==> src/rtl/obj_spawner.sv <==
// obj_spawner: allocates bullet/enemy slots from fire requests and a periodic spawn timer.
// Latency: one clk from request/timer expiry to the registered flag and pulse outputs.
// Backpressure: fire_req stays pending while cooling down or all bullet slots are full.
// Build option: define SPAWN_LFSR_EN to start the enemy slot search at an LFSR-chosen index.
module obj_spawner #(
   parameter int N_BULLET      = 5,
   parameter int N_ENEMY       = 6,
   parameter int SPAWN_PERIOD  = 50,
   parameter int FIRE_COOLDOWN = 8,
   localparam int BW = (N_BULLET > 1) ? $clog2(N_BULLET) : 1,
   localparam int EW = (N_ENEMY > 1) ? $clog2(N_ENEMY) : 1
) (
   input  logic                clk,
   input  logic                reset,
   input  logic                game_start,
   input  logic                dead,
   input  logic                fire_req,
   output logic                fire_ack,
   output logic [BW-1:0]       fire_slot,
   input  logic [N_BULLET-1:0] bullet_done,
   input  logic [N_ENEMY-1:0]  enemy_kill,
   output logic [N_BULLET-1:0] bullet_active,
   output logic [N_ENEMY-1:0]  enemy_active,
   output logic                spawn_pulse,
   output logic [EW-1:0]       spawn_slot,
   output logic                spawn_miss,
   output logic [1:0]          state
);

   localparam int TW = $clog2(SPAWN_PERIOD);
   localparam int CW = $clog2(FIRE_COOLDOWN + 1);

   typedef enum logic [1:0] {S_IDLE = 2'd0, S_RUN = 2'd1, S_DEAD = 2'd2} state_t;

   state_t              state_q, state_d;
   logic [N_BULLET-1:0] bact_q, bact_d;
   logic [N_ENEMY-1:0]  eact_q, eact_d;
   logic [TW-1:0]       timer_q, timer_d;
   logic [CW-1:0]       cool_q, cool_d;
   logic                fire_ack_q, fire_ack_d;
   logic [BW-1:0]       fire_slot_q, fire_slot_d;
   logic                spawn_pulse_q, spawn_pulse_d;
   logic [EW-1:0]       spawn_slot_q, spawn_slot_d;
   logic                spawn_miss_q, spawn_miss_d;

   logic                b_free_vld;
   logic [BW-1:0]       b_free_idx;
   logic                e_free_vld;
   logic [EW-1:0]       e_free_idx;

   // Lowest-index free bullet slot, from registered flags only.
   always_comb begin
      b_free_vld = 1'b0;
      b_free_idx = '0;
      for (int i = N_BULLET - 1; i >= 0; i--) begin
         if (!bact_q[i]) begin
            b_free_vld = 1'b1;
            b_free_idx = BW'(i);
         end
      end
   end

`ifdef SPAWN_LFSR_EN
   logic [7:0] lfsr_q;
   logic [7:0] lfsr_d;

   assign lfsr_d = {lfsr_q[6:0], lfsr_q[7] ^ lfsr_q[5] ^ lfsr_q[4] ^ lfsr_q[3]};

   // Free-running LFSR (x^8+x^6+x^5+x^4+1) stepping every clk.
   always_ff @(posedge clk or posedge reset) begin
      if (reset) lfsr_q <= 8'h5A;
      else       lfsr_q <= lfsr_d;
   end

   // First free enemy slot searching upward from lfsr % N_ENEMY, wrapping.
   always_comb begin
      int start;
      int dist;
      int best;
      e_free_vld = 1'b0;
      e_free_idx = '0;
      start      = int'(lfsr_q) % N_ENEMY;
      best       = N_ENEMY;
      for (int i = 0; i < N_ENEMY; i++) begin
         dist = (i - start + N_ENEMY) % N_ENEMY;
         if (!eact_q[i] && dist < best) begin
            best       = dist;
            e_free_vld = 1'b1;
            e_free_idx = EW'(i);
         end
      end
   end
`else
   // Lowest-index free enemy slot.
   always_comb begin
      e_free_vld = 1'b0;
      e_free_idx = '0;
      for (int i = N_ENEMY - 1; i >= 0; i--) begin
         if (!eact_q[i]) begin
            e_free_vld = 1'b1;
            e_free_idx = EW'(i);
         end
      end
   end
`endif

   // Game FSM, slot set/clear, fire cooldown and spawn timer next-state.
   always_comb begin
      state_d       = state_q;
      bact_d        = bact_q & ~bullet_done;
      eact_d        = eact_q & ~enemy_kill;
      timer_d       = '0;
      cool_d        = '0;
      fire_ack_d    = 1'b0;
      fire_slot_d   = '0;
      spawn_pulse_d = 1'b0;
      spawn_slot_d  = '0;
      spawn_miss_d  = 1'b0;
      case (state_q)
         S_IDLE: begin
            if (game_start && !dead) state_d = S_RUN;
         end
         S_RUN: begin
            if (dead) begin
               // Death wipes the field on the same edge that enters DEAD.
               state_d = S_DEAD;
               bact_d  = '0;
               eact_d  = '0;
            end else begin
               cool_d = (cool_q != '0) ? cool_q - 1'b1 : '0;
               if (fire_req && (cool_q == '0) && b_free_vld) begin
                  bact_d[b_free_idx] = 1'b1;
                  fire_ack_d         = 1'b1;
                  fire_slot_d        = b_free_idx;
                  cool_d             = CW'(FIRE_COOLDOWN);
               end
               timer_d = timer_q + 1'b1;
               if (timer_q == TW'(SPAWN_PERIOD - 1)) begin
                  timer_d = '0;
                  if (e_free_vld) begin
                     eact_d[e_free_idx] = 1'b1;
                     spawn_pulse_d      = 1'b1;
                     spawn_slot_d       = e_free_idx;
                  end else begin
                     spawn_miss_d = 1'b1;
                  end
               end
            end
         end
         S_DEAD: begin
            if (game_start && !dead) state_d = S_RUN;
         end
         default: state_d = S_IDLE;
      endcase
   end

   // State and output registers.
   always_ff @(posedge clk or posedge reset) begin
      if (reset) begin
         state_q       <= S_IDLE;
         bact_q        <= '0;
         eact_q        <= '0;
         timer_q       <= '0;
         cool_q        <= '0;
         fire_ack_q    <= 1'b0;
         fire_slot_q   <= '0;
         spawn_pulse_q <= 1'b0;
         spawn_slot_q  <= '0;
         spawn_miss_q  <= 1'b0;
      end else begin
         state_q       <= state_d;
         bact_q        <= bact_d;
         eact_q        <= eact_d;
         timer_q       <= timer_d;
         cool_q        <= cool_d;
         fire_ack_q    <= fire_ack_d;
         fire_slot_q   <= fire_slot_d;
         spawn_pulse_q <= spawn_pulse_d;
         spawn_slot_q  <= spawn_slot_d;
         spawn_miss_q  <= spawn_miss_d;
      end
   end

   assign state         = state_q;
   assign bullet_active = bact_q;
   assign enemy_active  = eact_q;
   assign fire_ack      = fire_ack_q;
   assign fire_slot     = fire_slot_q;
   assign spawn_pulse   = spawn_pulse_q;
   assign spawn_slot    = spawn_slot_q;
   assign spawn_miss    = spawn_miss_q;

endmodule
==> config.mk <==
export PLATFORM = sky130hd
export DESIGN_NAME = obj_spawner
export DESIGN_NICKNAME = d
export VERILOG_FILES = /design/src/rtl/obj_spawner.sv
export SDC_FILE = /design/constraint.sdc
export NUM_CORES = 1
export LEC_CHECK = 0
export CAP_MARGIN = 10
export CORE_AREA = 4 4 62 64
export DETAILED_ROUTE_END_ITERATION = 8
export DIE_AREA = 0 0 66 68
export DONT_BUFFER_PORTS = 1
export HOLD_SLACK_MARGIN = 0.06
export PLACE_DENSITY_LB_ADDON = 0.15
export SETUP_SLACK_MARGIN = 0.4
export SLEW_MARGIN = 25
export SYNTH_ARGS = -nofsm -noshare
export SYNTH_HDL_FRONTEND = slang
export SYNTH_SLANG_ARGS = --single-unit
==> constraint.sdc <==
create_clock -name clk -period 2.03 [get_ports clk]
set_clock_uncertainty 0.1 [all_clocks]
set_input_delay 0.203 -clock clk [delete_from_list [all_inputs] [get_ports clk]]
set_output_delay 0.203 -clock clk [all_outputs]
set_load 0.02 [all_outputs]
Yosys cells after proc, flatten, opt, wreduce, memory -nomap -nowiden
Cells that the tools add are included.
- register bits: 32
- bits of input ports: 16
- output and inout port bits: 22
- $add $sub $neg: 2
- $lt $le $gt $ge: 4
- equal/unequal tests: 5
- mux-type cells: 61
- bitwise operators: 6
- reduce and logical (&&, ||, !) cells: 11
- operators with widths (operator ; count):
    $mux W3 ; 18
    $mux W6 ; 7
    $mux W1 ; 24
    $mux W4 ; 4
    $mux W5 ; 3
    $lt A3 B4 Y1 const B ; 2
    $add A6 B1 Y6 const B ; 1
    $and A6 B6 Y6 ; 1
    $demux W1 S3 ; 2
    $eq A6 B6 Y1 const B ; 1
    $ge A3 B1 Y1 const B ; 2
    $not A6 Y6 ; 1
    $or A6 B6 Y6 ; 1
    $and A5 B5 Y5 ; 1
    $logic_and A1 B1 Y1 ; 5
    $not A5 Y5 ; 1
    $or A5 B5 Y5 ; 1
    $logic_not A4 Y1 ; 1
    $mux W2 ; 2
    $pmux W2 S2 ; 1
    $reduce_bool A4 Y1 ; 1
    $sub A4 B1 Y4 const B ; 1
    $eq A2 B1 Y1 const B ; 1
    $eq A2 B2 Y1 const B ; 1
    other kinds (6) ; 6

Depth between registers and ports, before layout
- depth in word-level cells: 15
- mapped depth: 6
- depth with buffers taken out: 5

Worst setup path after synthesis
Ideal clock, no wire load.
- path kind: flip-flop to flip-flop
- from: reg state_q[0] (netlist: state[0])
- to: reg eact_q[3] (netlist: enemy_active[3])
- setup time: 104 ps
- data arrival time: 1615 ps
- data required time: 1826 ps
- path slack: 212 ps
- cell stages (with the launch flop): 5
- path buffers: 1
- period minus slack after synthesis: 1818 ps
- path through: dfrtp_1 -> or3b_1 -> or3_1 -> buf_6 -> o41ai_2
- cells in the longest elaborated chain, start to end: 2
- RTL lines (item ; RTL line ; RTL):
    from (decl) ; 35 ; state_t state_q, state_d;
    from (signal assigned) ; 171 ; state_q <= state_d;
    $eq A2 B1 Y1 ; 119 ; case (state_q)
    $mux W6 ; 119 ;
    net eact_d[3] ; 37 ; logic [N_ENEMY-1:0] eact_q, eact_d;
    to (signal assigned) ; 173 ; eact_q <= eact_d;
    to (decl) ; 37 ;
The timed path passes the listed nets, and every way through them passes these cells.
A chain may end at the register's enable or synchronous reset.

Worst setup path in the final report
- from: reg state_q[1] (netlist: state[1])
- to: reg eact_q[2] (netlist: enemy_active[2])
The elaborated chain is that of the path after synthesis.

==> metrics.md <==
| Metric | Value |
|---|---|
| F_max | 586 MHz |
| Sequential power share | 57.8% |
| DRT antenna net count | 0 |
| GPL Wtd Cong | 0.812 |
| Worst reg2reg startpoint | state[1] |
| Worst-path clk slew | 0.10 ns |
| Die width | 66 µm |
| Clock share of power | 33.0% |
| PwrDens | between 600 and 700 nW/µm² |
| Max_cap viols | 0 |
| Die Span Y | 68 µm |
| Critical Path Start | state[1] |
| CTS H-Tree Depth | 2 |
| Sequential area share after synthesis | 56.9% |
| TritonCTS Sinks | 32 |
| Mapped cell area | 1410 µm² |
| Synth-to-Final Area Change | 30.5% |
| Slew HR | 59.4% |
| Worst vdd ir | 0.443 mV |
| Port buffer count | 0 |
| Final Routed Wirelength | 3160 µm |
| RSZ-0062 raised after global routing | true |
| FFs w/ async S/R, synth | 100% |
| Gr usage total | 15.1% |
| Count of cell types in the netlist | 31 |
| Util after Layout | 55.9% |
| Status | complete, no violations |
| Initial Utilization | roughly 43% |
| # setup viols final | 0 |
| CTS tree | built |
| Vias in the first global route | 1071 |
| Ant. Diodes | 0 |
| Final Max Tran Viols | 0 |
| Net Sw Power | 0.288 mW |
| Wire per inst | 15.3 µm |
| Row cnt | 21 |
| Tmin final | roughly 1.7 ns |
| CP endpoint kind | register |
| Arr. time, crit path | 1.85 ns |
| Period utilization | 84.1% |
| Worst slew pin tran | 0.608 ns |
| Post-synth EDFFs | 0 |
| Internal | 0.870 mW |
| DRT iter0 DRCs | 79 |
| Layout cells sized above 1 | 23.6% |
| Synth top area share | a little under three fifths |
| Syn Area/Cell | 11.0 µm² |
| Pin count of the biggest net entering global routing | 17 |
| Detail Placement HPWL | 2000 µm |
| Comb pwr share | 9.2% |
| Worst Hold Launch | dead |
| Syn nets | 148 |
| Largest area contributor in the netlist | dfrtp_1 |
| CTS Buf Count | 5 |
| Die Area | ~4500 µm² |
| Drc violations | 0 |
| Synth top area cells | dfrtp_1, nand3b_1, ha_1, nor2_1, o31ai_1 |
| Sw frac | 24.8% |
| CTS max path bufs | 2 |
| Leakage | 0.792 nW |
| Final #Nets | 180 |
| Setup_tns | 0 ns |
| Initial antenna violation count | 0 |
| WP data required | 2.18 ns |
| Core area | ~3300 µm² |
| Pre-antenna DRT Iters | 4 |
| I/O pin count | 38 |
| Most used DFF post-synth | dfrtp_1 |
| Vias | 1105 |
| First-pass GRT wire length | roughly 5000 µm |
| Total power | 1.16 mW |
| CP max FO | 6 |
| Worst min path class | input pin to register |
| Root Driver | clkbuf_4 |
| Grt ovf | 0 |
| Worst-Skew Late Latency | 0.33 ns |
| Vias/cell | 5.34 |
| CP Launch Type | register |
| Critical path class | register to register |
| Synthesis-stage register bit count | 32 |
| Cells after Synth | ~130 |
| Final hold vios | 0 |
| Warnings from Yosys | 0 |
==> synthesized netlist by cell type, drive strengths merged, types with 3 or more instances <==
library cell and n:
inv 10, nand3b 12, ha 4, dfrtp 32
nand3 3, o31ai 6, o21ai 9, nor2 12
a211oi 3, nand2b 3, nand2 6, a21oi 3
==> power groups by stage <==
stage               clock network [mW]  logic, mW  registers (mW)
detailed placement                   0     0.0745           0.682
CTS                              0.406      0.104           0.670
finish                           0.382      0.107           0.670
floorplan                            0     0.0467           0.683
global route                     0.430      0.119           0.672
global placement                     0     0.0728           0.681
==> stage by stage <==
stage | setup WS, ns | instance area [µm²] | hold slack, ns | instances
final | 0.322 | 1840 | 0.113 | 207
after detailed placement | 0.128 | 1510 | 0.105 | 178
after global placement | 0.210 | 1510 | 0.0869 | 178
after floorplan | 0.310 | 1420 | 0.165 | 128
after CTS | 0.307 | 1780 | 0.0993 | 204
after global routing | 0.282 | 1840 | 0.0955 | 207
==> path summary, 6_finish.rpt <==
check / slack, ns / end / cells past startpoint
min reg2reg: 0.39 / timer_q[0] / 1
max: 0.32 / enemy_active[2] / 3
max reg2reg: 0.32 / enemy_active[2] / 3
max in group asynchronous: 0.95 / spawn_slot[2] / 3
min in group asynchronous: 0.29 / fire_slot[0] / 2
min: 0.11 / state[1] / 3
==> layer usage <==
| layer | global-route usage (%) | vias up | wire [µm] |
|---|---|---|---|
| li1 | - | 518 | - |
| met1 | 18.0 | 547 | 1340 |
| met2 | 23.8 | 33 | 1550 |
| met3 | 5.91 | 7 | 188 |
| met4 | 7.61 | 0 | 75 |
| met5 | 0 | - | 0 |
==> placed cells by master, fill, tap and decap left out, drive strengths merged <==
| cell type | instances |
|---|---|
| nand4b | 1 |
| xor2 | 2 |
| dlygate4sd3 | 15 |
| a32o | 1 |
| o31ai | 6 |
| o41ai | 2 |
| clkbuf | 6 |
| nand2b | 3 |
| or3 | 3 |
| nor3 | 2 |
| inv | 10 |
| or3b | 1 |
| a211oi | 3 |
| nor4bb | 1 |
| nand3 | 3 |
| nand2 | 7 |
| o21ai | 9 |
| xnor2 | 1 |
| and2 | 1 |
| dfrtp | 32 |
| nor2b | 2 |
| nand4 | 1 |
| ha | 4 |
| nor4 | 2 |
| clkinv | 2 |
| mux2i | 2 |
| a21oi | 3 |
| buf | 10 |
| nor3b | 2 |
| nor2 | 12 |
| nand3b | 12 |
==> area by class of cell <==
type / count / area (µm²)
clock buffers: 6 / 51.3
clock inverters: 2 / 10.0
fillers: 304 / 1450
inverters: 10 / 37.5
multi-input cells: 86 / 647
flip-flops and latches: 32 / 805
well taps: 46 / 57.6
repair buffers: 25 / 229
==> flip-flops by register name, summed over array words and instances, names as in the netlist <==
name           count
cool_q             4
state              2
fire_slot          3
fire_ack           1
spawn_pulse        1
enemy_active       6
timer_q            6
spawn_miss         1
bullet_active      5
spawn_slot         3
==> kinds of logic after synthesis <==
group           share of synthesized area, %
mux                                     1.42
simple gates                            20.9
xor+xnor                                1.87
buf+inv                                 3.82
compound gates                          11.6
flops                                   56.9
fa+ha+maj                               3.56
==> what timing repair did <==
| action | CTS | global route |
|---|---|---|
| cloned | 2 | 0 |
| gates resized for setup | 7 | 11 |
| hold buffers | 15 | 0 |
| pin swaps | 4 | 4 |
| setup buffers | 1 | 3 |
| setup endpoints to repair | 16 | 22 |
| endpoints found under the hold margin | 29 | 0 |
==> critical path, cell delays in order (launching register included) <==
cell,delay (ns)
dfrtp_2,0.49
or3b_4,0.42
or3_4,0.42
o31ai_2,0.19
Power figures use the tool's default switching activity.
